<file path="config.mk">
export PLATFORM = sky130hd
export DESIGN_NAME = uart_tx_frame_sched
export DESIGN_NICKNAME = d
export VERILOG_FILES = /design/src/rtl/uart_tx_frame_sched.sv
export SDC_FILE = /design/constraint.sdc
export NUM_CORES = 1
export LEC_CHECK = 0
export CAP_MARGIN = 0
export CORE_MARGIN = 10
export CORE_UTILIZATION = 50
export CTS_CLUSTER_SIZE = 28
export DETAILED_ROUTE_END_ITERATION = 10
export GPL_ROUTABILITY_DRIVEN = 0
export PLACE_DENSITY = 0.86
export SETUP_SLACK_MARGIN = 0.5
export SYNTH_ARGS = -nofsm -noshare
export SYNTH_HDL_FRONTEND = slang
export SYNTH_SLANG_ARGS = --single-unit
</file>
<file path="constraint.sdc">
create_clock -name clk -period 4.35 [get_ports clk]
set_clock_uncertainty 0.1 [all_clocks]
set_input_delay 0.6525 -clock clk [delete_from_list [all_inputs] [get_ports clk]]
set_output_delay 0.6525 -clock clk [all_outputs]
set_load 0.05 [all_outputs]
</file>
<file path="src/rtl/uart_tx_frame_sched.sv">
// Round-robin scheduler sharing one UART telemetry frame packer between NUM_CH producers.
// Each channel posts a word into a holding register; one frame is issued per grant, followed by an idle gap.
module uart_tx_frame_sched #(
    parameter int                NUM_CH         = 4,
    parameter logic [NUM_CH-1:0] TEST_MASK      = '0,
    parameter int                FRAME_BYTES    = 7,
    parameter int                GAP_CYCLES     = 16,
    parameter int                TIMEOUT_CYCLES = 65535
) (
    input  logic                      clk,
    input  logic                      rst,
    input  logic                      enable,
    input  logic [NUM_CH-1:0]         ch_valid,
    input  logic [32*NUM_CH-1:0]      ch_data,
    input  logic                      tx_busy,
    input  logic                      tx_start_mon,
    output logic [31:0]               tx_float,
    output logic                      tx_valid,
    output logic                      test,
    output logic [$clog2(NUM_CH)-1:0] grant_id,
    output logic                      frame_active,
    output logic [NUM_CH-1:0]         ch_pending,
    output logic [NUM_CH-1:0]         overrun,
    input  logic                      overrun_clr,
    output logic                      timeout_err,
    output logic [1:0]                fsm_state
);

    localparam int GW = $clog2(NUM_CH);
    localparam int BW = $clog2(FRAME_BYTES + 1);
    localparam int CW = $clog2(GAP_CYCLES + 1);
    localparam int WW = $clog2(TIMEOUT_CYCLES + 1);

    localparam logic [BW-1:0] LAST_BYTE = BW'(FRAME_BYTES - 1);
    localparam logic [CW-1:0] LAST_GAP  = CW'(GAP_CYCLES - 1);
    localparam logic [WW-1:0] LAST_WD   = WW'(TIMEOUT_CYCLES - 1);

    localparam logic [1:0] S_IDLE  = 2'd0;
    localparam logic [1:0] S_SEND  = 2'd1;
    localparam logic [1:0] S_DRAIN = 2'd2;
    localparam logic [1:0] S_GAP   = 2'd3;

    logic [1:0]          state;
    logic [31:0]         hold [NUM_CH];
    logic [GW-1:0]       last_grant;
    logic [BW-1:0]       byte_cnt;
    logic [CW-1:0]       gap_cnt;
    logic [WW-1:0]       wd_cnt;
    logic                seen_busy;
    logic                busy_q;

    logic                grant;
    logic [GW-1:0]       grant_ch;
    logic [GW-1:0]       cand;
    logic [NUM_CH-1:0]   grant_onehot;
    logic [NUM_CH-1:0]   ovr_evt;
    logic                progress;

    assign frame_active = (state != S_IDLE);
    assign fsm_state    = state;

    // Search starts just after the last winner so every pending channel is served in turn.
    always_comb begin
        grant        = 1'b0;
        grant_ch     = '0;
        cand         = '0;
        grant_onehot = '0;
        if (state == S_IDLE && enable) begin
            for (int k = 1; k <= NUM_CH; k++) begin
                cand = GW'((int'(last_grant) + k) % NUM_CH);
                if (!grant && ch_pending[cand]) begin
                    grant    = 1'b1;
                    grant_ch = cand;
                end
            end
        end
        if (grant) grant_onehot = NUM_CH'(1) << grant_ch;
        ovr_evt  = ch_valid & ch_pending & ~grant_onehot;
        progress = tx_start_mon | (tx_busy ^ busy_q);
    end

    always_ff @(posedge clk) begin
        if (rst) begin
            state       <= S_IDLE;
            tx_float    <= '0;
            tx_valid    <= 1'b0;
            test        <= 1'b0;
            grant_id    <= '0;
            last_grant  <= GW'(NUM_CH - 1);
            ch_pending  <= '0;
            overrun     <= '0;
            timeout_err <= 1'b0;
            byte_cnt    <= '0;
            gap_cnt     <= '0;
            wd_cnt      <= '0;
            seen_busy   <= 1'b0;
            busy_q      <= 1'b0;
            for (int i = 0; i < NUM_CH; i++) hold[i] <= '0;
        end else begin
            busy_q   <= tx_busy;
            tx_valid <= grant;
            // A post landing on the granted channel re-arms it; the old word is already captured.
            ch_pending <= (ch_pending & ~grant_onehot) | ch_valid;
            overrun    <= (overrun & ~{NUM_CH{overrun_clr}}) | ovr_evt;
            for (int i = 0; i < NUM_CH; i++) begin
                if (ch_valid[i]) hold[i] <= ch_data[32*i +: 32];
            end
            if (overrun_clr) timeout_err <= 1'b0;

            case (state)
                S_IDLE: begin
                    if (grant) begin
                        tx_float   <= hold[grant_ch];
                        test       <= TEST_MASK[grant_ch];
                        grant_id   <= grant_ch;
                        last_grant <= grant_ch;
                        byte_cnt   <= '0;
                        wd_cnt     <= '0;
                        state      <= S_SEND;
                    end
                end
                S_SEND: begin
                    if (tx_start_mon) begin
                        byte_cnt <= byte_cnt + 1'b1;
                        if (byte_cnt == LAST_BYTE) begin
                            seen_busy <= 1'b0;
                            state     <= S_DRAIN;
                        end
                    end
                end
                S_DRAIN: begin
                    if (tx_busy) seen_busy <= 1'b1;
                    if (seen_busy && !tx_busy) begin
                        gap_cnt <= '0;
                        state   <= S_GAP;
                    end
                end
                default: begin
                    if (gap_cnt == LAST_GAP) state <= S_IDLE;
                    else gap_cnt <= gap_cnt + 1'b1;
                end
            endcase

            // Watchdog overrides the frame FSM; a timeout wins over a concurrent clear.
            if (state == S_SEND || state == S_DRAIN) begin
                if (progress) begin
                    wd_cnt <= '0;
                end else if (wd_cnt == LAST_WD) begin
                    timeout_err <= 1'b1;
                    gap_cnt     <= '0;
                    state       <= S_GAP;
                end else begin
                    wd_cnt <= wd_cnt + 1'b1;
                end
            end
        end
    end

endmodule
</file>
==> results.ini, run 1 <==
[outcome]
status = completed

[synthesis]
synth_top_cells_by_count = and2_1, edfxtp_1, dfxtp_1
yosys_warnings = 0
synth_area_um2 = 8940
avgSynthCellArea_um2 = 12.4
yosys.area.top_type_share_pct = 43.0
async_flop_share_pct = 0
ys_seq_area_share_pct = 59.6
synthCells = 723
yosys.cell_count.top_type = and2_1
synthFlopType = edfxtp_1
ys_seq_elements = 202
synth_edf_count = 128
synthTopCellsByArea = edfxtp_1, dfxtp_1, and2_1
ys_types = 56
yosys.area.top_type = edfxtp_1
synth_nets = 870

[timing]
period_share_pct = 69.9
setup_tns_ns = 0
fin_ws_ns = 1.31
max-slew-margin-rel_pct = 30.4
drv_slew = 0
worstMarginPinSlew_ns = 1.04
fmax_mhz = 329
finalSetupViolations = 0
holdWs_ns = 0.351
fin_crit_ns = 3.04
hold_viol = 0
grt_setup_unrepaired = no

[global_route]
gr-total-overflow = 0
grt_max_degree = 40
grt_pass1_vias = 6698
track_usage_pct = 19.1
antenna_found_initial = 2
grt_pass1_wl_um = 36300

[die]
start_util_pct = 51.3
core-area_um2 = 17400
die_h_um = 154
ios = 186
die_w_um = 154
dieArea_um2 = 23600
row_count = 48

[worst_setup_path]
crit_path_start_kind = flip-flop
crit_arrival_ns = 2.29
path_buf_inv = 3
r2r_slack_ns = 1.37
cp_cell_sequence = inv_1 > ha_1 > inv_1 > clkdlybuf4s50_1
end_kind = output pin
worstPathRequired_ns = 3.60
critPathSlowestCell = clkdlybuf4s50_1
crit_top_cell = inv_1
crit_fanout = 9
path_delay_family = buffers and inverters
critPathKind = reg -> out
cp.depth = 4
rr_worst_depth = 6
cpPeakStageDelay_ns = 0.81

[min_path]
hp-class = reg -> reg
holdPathStages = 2

[clock_network]
numCtsBuffers = 22
cts_tree = built
cts_resized = 0
post_cts_buffers = 0
cts_hold_buf = 0
clk_latency_ns = 0.51
cts_root_buffer = clkbuf_16
clockBufferDepth = 3
cts.reportedPaths.clkPinSlew_ns = 0.06
clock_sinks = 202
htreeDepth = 1

[pwr]
ir_drop_uv = 322
power.total_uw = 4660
p_int_uw = 3480
netSwitchingPower_uw = 1190
power.leakage_uw = 0.00412
p_comb_share_pct = 15.1
seqPwrFrac_pct = 48.3
p_sw_share_pct = 25.5
powerDensity_nw_per_um2 = 402
clkPwrFrac_pct = 36.6

[job]
maxCapViolations = 0

[routing]
drc = 0
postRouteAntennaNets = 0
vias_per_cell = 5.49
firstDrtPassIters = 4
drt_wl_total_um = 23800
drt_first_iter_violations = 323
vias = 6267
wl_per_cell_um = 20.8

[finish]
drive_above_1_share_pct = 9.29
syn2layout_area_growth_pct = 29.7
final_core_util_pct = 66.6
layout.nets = 1046

[placed_design]
dp_hpwl_um = 16500
io_buffers = 184
pre_cts_slack_ns = 1.07

-- flip-flops by register name (all words and copies together) (netlist names), 3 cells and up --
register,flops
hold,128
tx_float,32
wd_cnt,16
gap_cnt,5
ch_pending,4
overrun,4
byte_cnt,3
-- power groups by stage --
stage	clock, uW	combinational (uW)	sequential [uW]
6_report	1710	703	2250
5_1_grt	1790	748	2270
4_1_cts	1720	710	2250
3_5_place_dp	0	705	2290
3_3_place_gp	0	690	2290
2_1_floorplan	0	313	2380
-- tightest hold or removal path, delay by kind of cell (launching register included) --
family,cells,cell delay (ns)
flops,1,0.32
simple gates,1,0.05
compound gates,1,0.05
-- per-layer routing --
metal  share of wire [%]  GRT usage, %
met2                  52          34.6
met4                 3.3          7.33
met1                  38          21.0
met5                   0             0
met3                 6.9          4.77
-- path summary, 6_finish.rpt --
| path | startpoint | to |
|---|---|---|
| worst max-delay path | fsm_state[1]$_SDFF_PP0_ | frame_active |
| worst max register to register | fsm_state[1]$_SDFF_PP0_ | tx_float[4]$_SDFFE_PP0P_ |
| worst min-delay path | overrun[2]$_SDFF_PP0_ | overrun[2]$_SDFF_PP0_ |
| worst min register to register | overrun[2]$_SDFF_PP0_ | overrun[2]$_SDFF_PP0_ |
-- layout make-up --
| type | count | area, um2 |
|---|---|---|
| diodes | 2 | 5.00 |
| clock buffers | 33 | 622 |
| clock inverters | 7 | 43.8 |
| fillers | 1299 | 5820 |
| inverters | 16 | 60.1 |
| multi-input cells | 465 | 3340 |
| flip-flops and latches | 202 | 5330 |
| well taps | 225 | 282 |
| repair buffers | 192 | 1910 |
-- cells by family after synthesis --
kind of cell	synth area share, %
other	0.0419
buffers and inverters	3.29
and+or+nand+nor	16.9
xor gates and xnor gates	0.784
DFF	59.6
muxes	7.39
adders and majority gates	1.26
AOI/OAI and AO/OA	10.8
-- placed cells by master (no fill, tap or decap), drive strengths merged, types with 3 or more instances in the layout --
cell type	instances
or2	5
nand3	12
and2	131
nor2	33
edfxtp	128
nand4	5
nand3b	3
ha	9
or3	4
dfxtp	74
a21oi	29
nor3	5
nand2b	4
clkinv	7
buf	8
nand2	55
clkbuf	33
a211oi	6
mux2i	66
and4	3
nor2b	6
o221ai	32
inv	16
clkdlybuf4s50	184
o31ai	5
xnor2	7
o21ai	15
a311oi	3
-- stage by stage --
step           instance area [um2]  cells
3_3_place_gp                 10900   1100
2_1_floorplan                 8940    723
4_1_cts                      11600   1140
6_report                     11600   1142
5_1_grt                      11600   1142
3_5_place_dp                 10900   1100
Note: power is estimated with default switching activity, not from simulation.
==> run 2, diff against run 1 <==
==> constraint.sdc (replaced) <==
create_clock -name clk -period 3 [get_ports clk]
set_clock_uncertainty 0.1 [all_clocks]
set_input_delay 0.45 -clock clk [delete_from_list [all_inputs] [get_ports clk]]
set_output_delay 0.45 -clock clk [all_outputs]
set_load 0.05 [all_outputs]
==> run 2 against run 1 <==
Net effect:
- clock power increased by 40%
- die area unchanged
- non-clock buffer count increased by 12
- via count about the same
- critical endpoint is now ch_pending[0]
- largest power group unchanged
==> results.ini, run 2 (synthesis gave the netlist of run 1 again) <==
[routing]
firstDrtPassIters = 5
wl_per_cell_um = 20.5
vias_per_cell = 5.43
drt_first_iter_violations = 452
vias = 6265
drt_wl_total_um = 23700
drc = 0
postRouteAntennaNets = 0

[clock_network]
cts_tree = built
htreeDepth = 1
clk_latency_ns = 0.49
cts_hold_buf = 0
cts_root_buffer = clkbuf_16
clock_sinks = 202
clockBufferDepth = 3
cts.reportedPaths.clkPinSlew_ns = 0.06
numCtsBuffers = 21

[timing]
fmax_mhz = 413
drv_slew = 0
finalSetupViolations = 0
max-slew-margin-rel_pct = 53.1
hold_viol = 0
holdWs_ns = 0.356
grt_setup_unrepaired = yes
fin_crit_ns = 2.42
worstMarginPinSlew_ns = 0.703
period_share_pct = 80.7
setup_tns_ns = 0

[global_route]
antenna_found_initial = 3
track_usage_pct = 19.3
grt_max_degree = 41
grt_pass1_wl_um = 36600
grt_pass1_vias = 6559
gr-total-overflow = 0

[die]
row_count = 48
ios = 186
dieArea_um2 = 23600
die_w_um = 154
die_h_um = 154
start_util_pct = 51.3
core-area_um2 = 17400

[worst_setup_path]
critPathSlowestCell = clkdlybuf4s50_1
crit_arrival_ns = 1.87
crit_path_start_kind = flip-flop
crit_fanout = 10
cpPeakStageDelay_ns = 0.89
end_kind = output pin
worstPathRequired_ns = 2.45
cp.depth = 1
cp_cell_sequence = clkdlybuf4s50_1
path_delay_family = buffers and inverters
critPathKind = reg -> out
rr_worst_depth = 6
path_buf_inv = 1

[placed_design]
dp_cells = 1111
io_buffers = 184
dp_hpwl_um = 16500

[min_path]
holdPathStages = 2
hp-class = reg -> reg

[pwr]
powerDensity_nw_per_um2 = 571
ir_drop_uv = 461
power.leakage_uw = 0.00421

[finish]
layout_commonest_cell = clkdlybuf4s50_1
mostFrequentLayoutCells = clkdlybuf4s50_1, and2_1, edfxtp_1
fillers = 1288
largest_reg_flops = 128
layout.nets = 1057
drive_above_1_share_pct = 11.1
largestRegisters = hold: 128 flops, tx_float: 32 flops, wd_cnt: 16 flops
syn2layout_area_growth_pct = 31.7
final-seq-area_um2 = 5330
final_cells = 1153
largest_register = hold
multi_input_area_um2 = 3380

[outcome]
status = completed

[job]
maxCapViolations = 0

run 2: cell count changes in the layout (fill, tap and decap cells not counted), sizes merged:
cell / change
clkinvlp: +2
diode: +1
clkbuf: -1
clkinv: -2
clkdlybuf4s50: -3
inv: +1
dlymetal6s2s: +2
buf: +11
run 2: timing repair:
| item | in CTS | in global routing |
|---|---|---|
| setup endpoints to repair | 7 | 36 |
| hold endpoints to repair | 0 | 0 |
| cloned | 0 | 1 |
| buffers inserted | 0 | 0 |
| gates resized for setup | 4 | 11 |
run 2: where the power goes:
part	total [uW]	internal [uW]	switching (uW)
sequential	3260	3160	96.9
clock	2390	1370	1020
combinational	1070	474	594
run 2: worst paths after layout:
check | startpoint | end | slack (ns)
worst min register to register | overrun[3]$_SDFF_PP0_ | overrun[3]$_SDFF_PP0_ | 0.36
worst max register to register | ch_pending[0]$_SDFF_PP0_ | tx_float[12]$_SDFFE_PP0P_ | 0.64
worst max-delay path | ch_pending[0]$_SDFF_PP0_ | ch_pending[0] | 0.58
worst min-delay path | overrun[3]$_SDFF_PP0_ | overrun[3]$_SDFF_PP0_ | 0.36
run 2: final cells by class:
cell class,instances,share of cell area [%]
clock inverters,8,0.383
clock buffers,30,5.01
flip-flops and latches,202,45.2
diodes,3,0.0638
inverters,16,0.510
multi-input cells,465,28.7
well taps,225,2.39
repair buffers,204,17.7
run 2: routing by layer:
layer	vias up	global-route usage (%)	wire, um
met2	240	34.1	12000
li1	2987	-	-
met5	-	0	0
met1	2997	22.0	9230
met4	0	7.06	707
met3	41	4.88	1750
run 2: per-stage QoR:
step                total power [uW]  util [%]  instance area, um2  setup slack (ns)
CTS                             6740      67.2               11700             0.514
finish                          6720      67.6               11800             0.579
global route                    6960      67.6               11800             0.490
detailed placement              4360      63.5               11100             0.380
floorplan                       3910         -                8940             0.532
global placement                4340      63.5               11100             0.457
==> run 3, diff against run 2 <==
--- a/config.mk
+++ b/config.mk
@@ -7,11 +7,11 @@
 export LEC_CHECK = 0
 export CAP_MARGIN = 0
 export CORE_MARGIN = 10
-export CORE_UTILIZATION = 50
+export CORE_UTILIZATION = 46
 export CTS_CLUSTER_SIZE = 28
 export DETAILED_ROUTE_END_ITERATION = 10
 export GPL_ROUTABILITY_DRIVEN = 0
-export PLACE_DENSITY = 0.86
+export PLACE_DENSITY = 0.84
 export SETUP_SLACK_MARGIN = 0.5
 export SYNTH_ARGS = -nofsm -noshare
 export SYNTH_HDL_FRONTEND = slang
==> constraint.sdc (replaced) <==
create_clock -name clk -period 2.2 [get_ports clk]
set_clock_uncertainty 0.1 [all_clocks]
set_input_delay 0.33 -clock clk [delete_from_list [all_inputs] [get_ports clk]]
set_output_delay 0.33 -clock clk [all_outputs]
set_load 0.05 [all_outputs]
==> run 3 against run 2 <==
Net effect:
- clock-buffer cell count grew 1
- non-clock buffer count up 54
- setup slack got worse by 0.50 ns
- final cell count grew 7.6%
- core utilization is 0.96 points higher
- first-iteration DRC count increased by 15%
- global-route usage grew 0.47 points
- critical path type is now reg -> reg
- critical endpoint is now tx_float[18]$_SDFFE_PP0P_
==> results.ini, run 3 (synthesis gave the netlist of run 1 again) <==
[timing]
worstMarginPinSlew_ns = 0.519
setup_tns_ns = 0
fin_crit_ns = 2.12
grt_setup_unrepaired = yes
max-slew-margin-rel_pct = 65.0
drv_slew = 0
period_share_pct = 96.2
fin_ws_ns = 0.0831
hold_viol = 0
finalSetupViolations = 0
fmax_mhz = 472
holdWs_ns = 0.357

[routing]
vias = 6715
drc = 0
postRouteAntennaNets = 0
wl_per_cell_um = 21.7
drt_wl_total_um = 27000
vias_per_cell = 5.41
drt_first_iter_violations = 519
firstDrtPassIters = 5

[die]
die_w_um = 159
start_util_pct = 47.3
core-area_um2 = 18900
dieArea_um2 = 25400
die_h_um = 159
row_count = 50
ios = 186

[worst_setup_path]
critPathSlowestCell = or3b_4
worstPathRequired_ns = 2.53
end_kind = flip-flop
crit_path_start_kind = flip-flop
cpPeakStageDelay_ns = 0.40
crit_arrival_ns = 2.44
crit_fanout = 7
critPathKind = reg -> reg
cp_cell_sequence = or3b_4 > a2111oi_4 > buf_4 > a311o_4 > nand2_8 > clkbuf_16 > o221ai_2

[global_route]
grt_max_degree = 33
grt_pass1_vias = 7009
antenna_found_initial = 3
track_usage_pct = 19.8
grt_pass1_wl_um = 40100
gr-total-overflow = 0

[clock_network]
cts.reportedPaths.clkPinSlew_ns = 0.06
cts_root_buffer = clkbuf_16
clock_sinks = 202
clockBufferDepth = 3
clk_latency_ns = 0.51
numCtsBuffers = 21
htreeDepth = 1
cts_tree = built

[job]
maxCapViolations = 0

[finish]
mostFrequentLayoutCells = clkdlybuf4s50_1, and2_1, edfxtp_1
largestRegisters = hold: 128 flops, tx_float: 32 flops, wd_cnt: 16 flops
largest_reg_flops = 128
layout.nets = 1111
drive_above_1_share_pct = 28.7
layout_commonest_cell = clkdlybuf4s50_1
largest_register = hold
fillers = 1298
syn2layout_area_growth_pct = 44.9
finalInstanceArea_um2 = 13000

[placed_design]
postPlaceCellArea_um2 = 11500
pre_cts_slack_ns = -0.0899
dp_hpwl_um = 17400
io_buffers = 184

[pwr]
power.leakage_uw = 0.00476
ir_drop_uv = 549
powerDensity_nw_per_um2 = 758

[min_path]
hp-class = reg -> reg

[outcome]
status = completed

## run 3: critical path: cells and delay by family, from the launching register on
kind / cells / cell delay, ns
and+or+nand+nor: 2 / 0.51
AOI/OAI and AO/OA: 3 / 0.66
DFF: 1 / 0.38
buffers and inverters: 2 / 0.38
## run 3: cell type report
cell class	count	area, um2	area share, %
diodes	2	5.00	0.0386
clock buffers	31	603	4.66
clock inverters	7	86.3	0.667
inverters	16	72.6	0.560
multi-input cells	465	3810	29.4
flip-flops and latches	202	5360	41.4
well taps	260	325	2.51
repair buffers	258	2690	20.8
## run 3: worst paths after layout
check / start / slack [ns] / end / depth (start not counted)
worst max register to register: ch_pending[0]$_SDFF_PP0_ / 0.08 / tx_float[18]$_SDFFE_PP0P_ / 7
worst min-delay path: grant_id[0]$_SDFFE_PP0P_ / 0.36 / grant_id[0]$_SDFFE_PP0P_ / 2
worst min register to register: grant_id[0]$_SDFFE_PP0P_ / 0.36 / grant_id[0]$_SDFFE_PP0P_ / 2
worst max-delay path: ch_pending[0]$_SDFF_PP0_ / 0.08 / tx_float[18]$_SDFFE_PP0P_ / 7
## run 3: routing by layer
| metal | vias up | global-route usage [%] | part of all wire [%] |
|---|---|---|---|
| met5 | - | 0 | 0.063 |
| met2 | 283 | 34.1 | 51 |
| met4 | 2 | 7.79 | 3.8 |
| met1 | 3265 | 23.3 | 39 |
| met3 | 61 | 4.49 | 6.2 |
| li1 | 3104 | - | - |
## run 3: what timing repair did
item | in CTS | in global routing
cloned | 5 | 2
setup buffers | 22 | 8
hold buffers | 0 | 0
pin swaps | 29 | 52
endpoints found under the setup margin | 107 | 90
resized for setup | 204 | 88
## run 3: metrics by stage
step | power [uW] | cells | utilization [%]
6_report | 9820 | 1241 | 68.5
5_1_grt | 10100 | 1241 | 68.5
4_1_cts | 9730 | 1229 | 67.0
3_5_place_dp | 6060 | 1164 | 60.8
3_3_place_gp | 6020 | 1164 | 60.8
2_1_floorplan | 5380 | 723 | -
## run 3: report_power, final
group	leakage [uW]	internal [uW]	switching [uW]	total, uW
clock network	0.000338	2130	1460	3590
registers	0.00199	4310	135	4450
logic	0.00244	823	957	1780
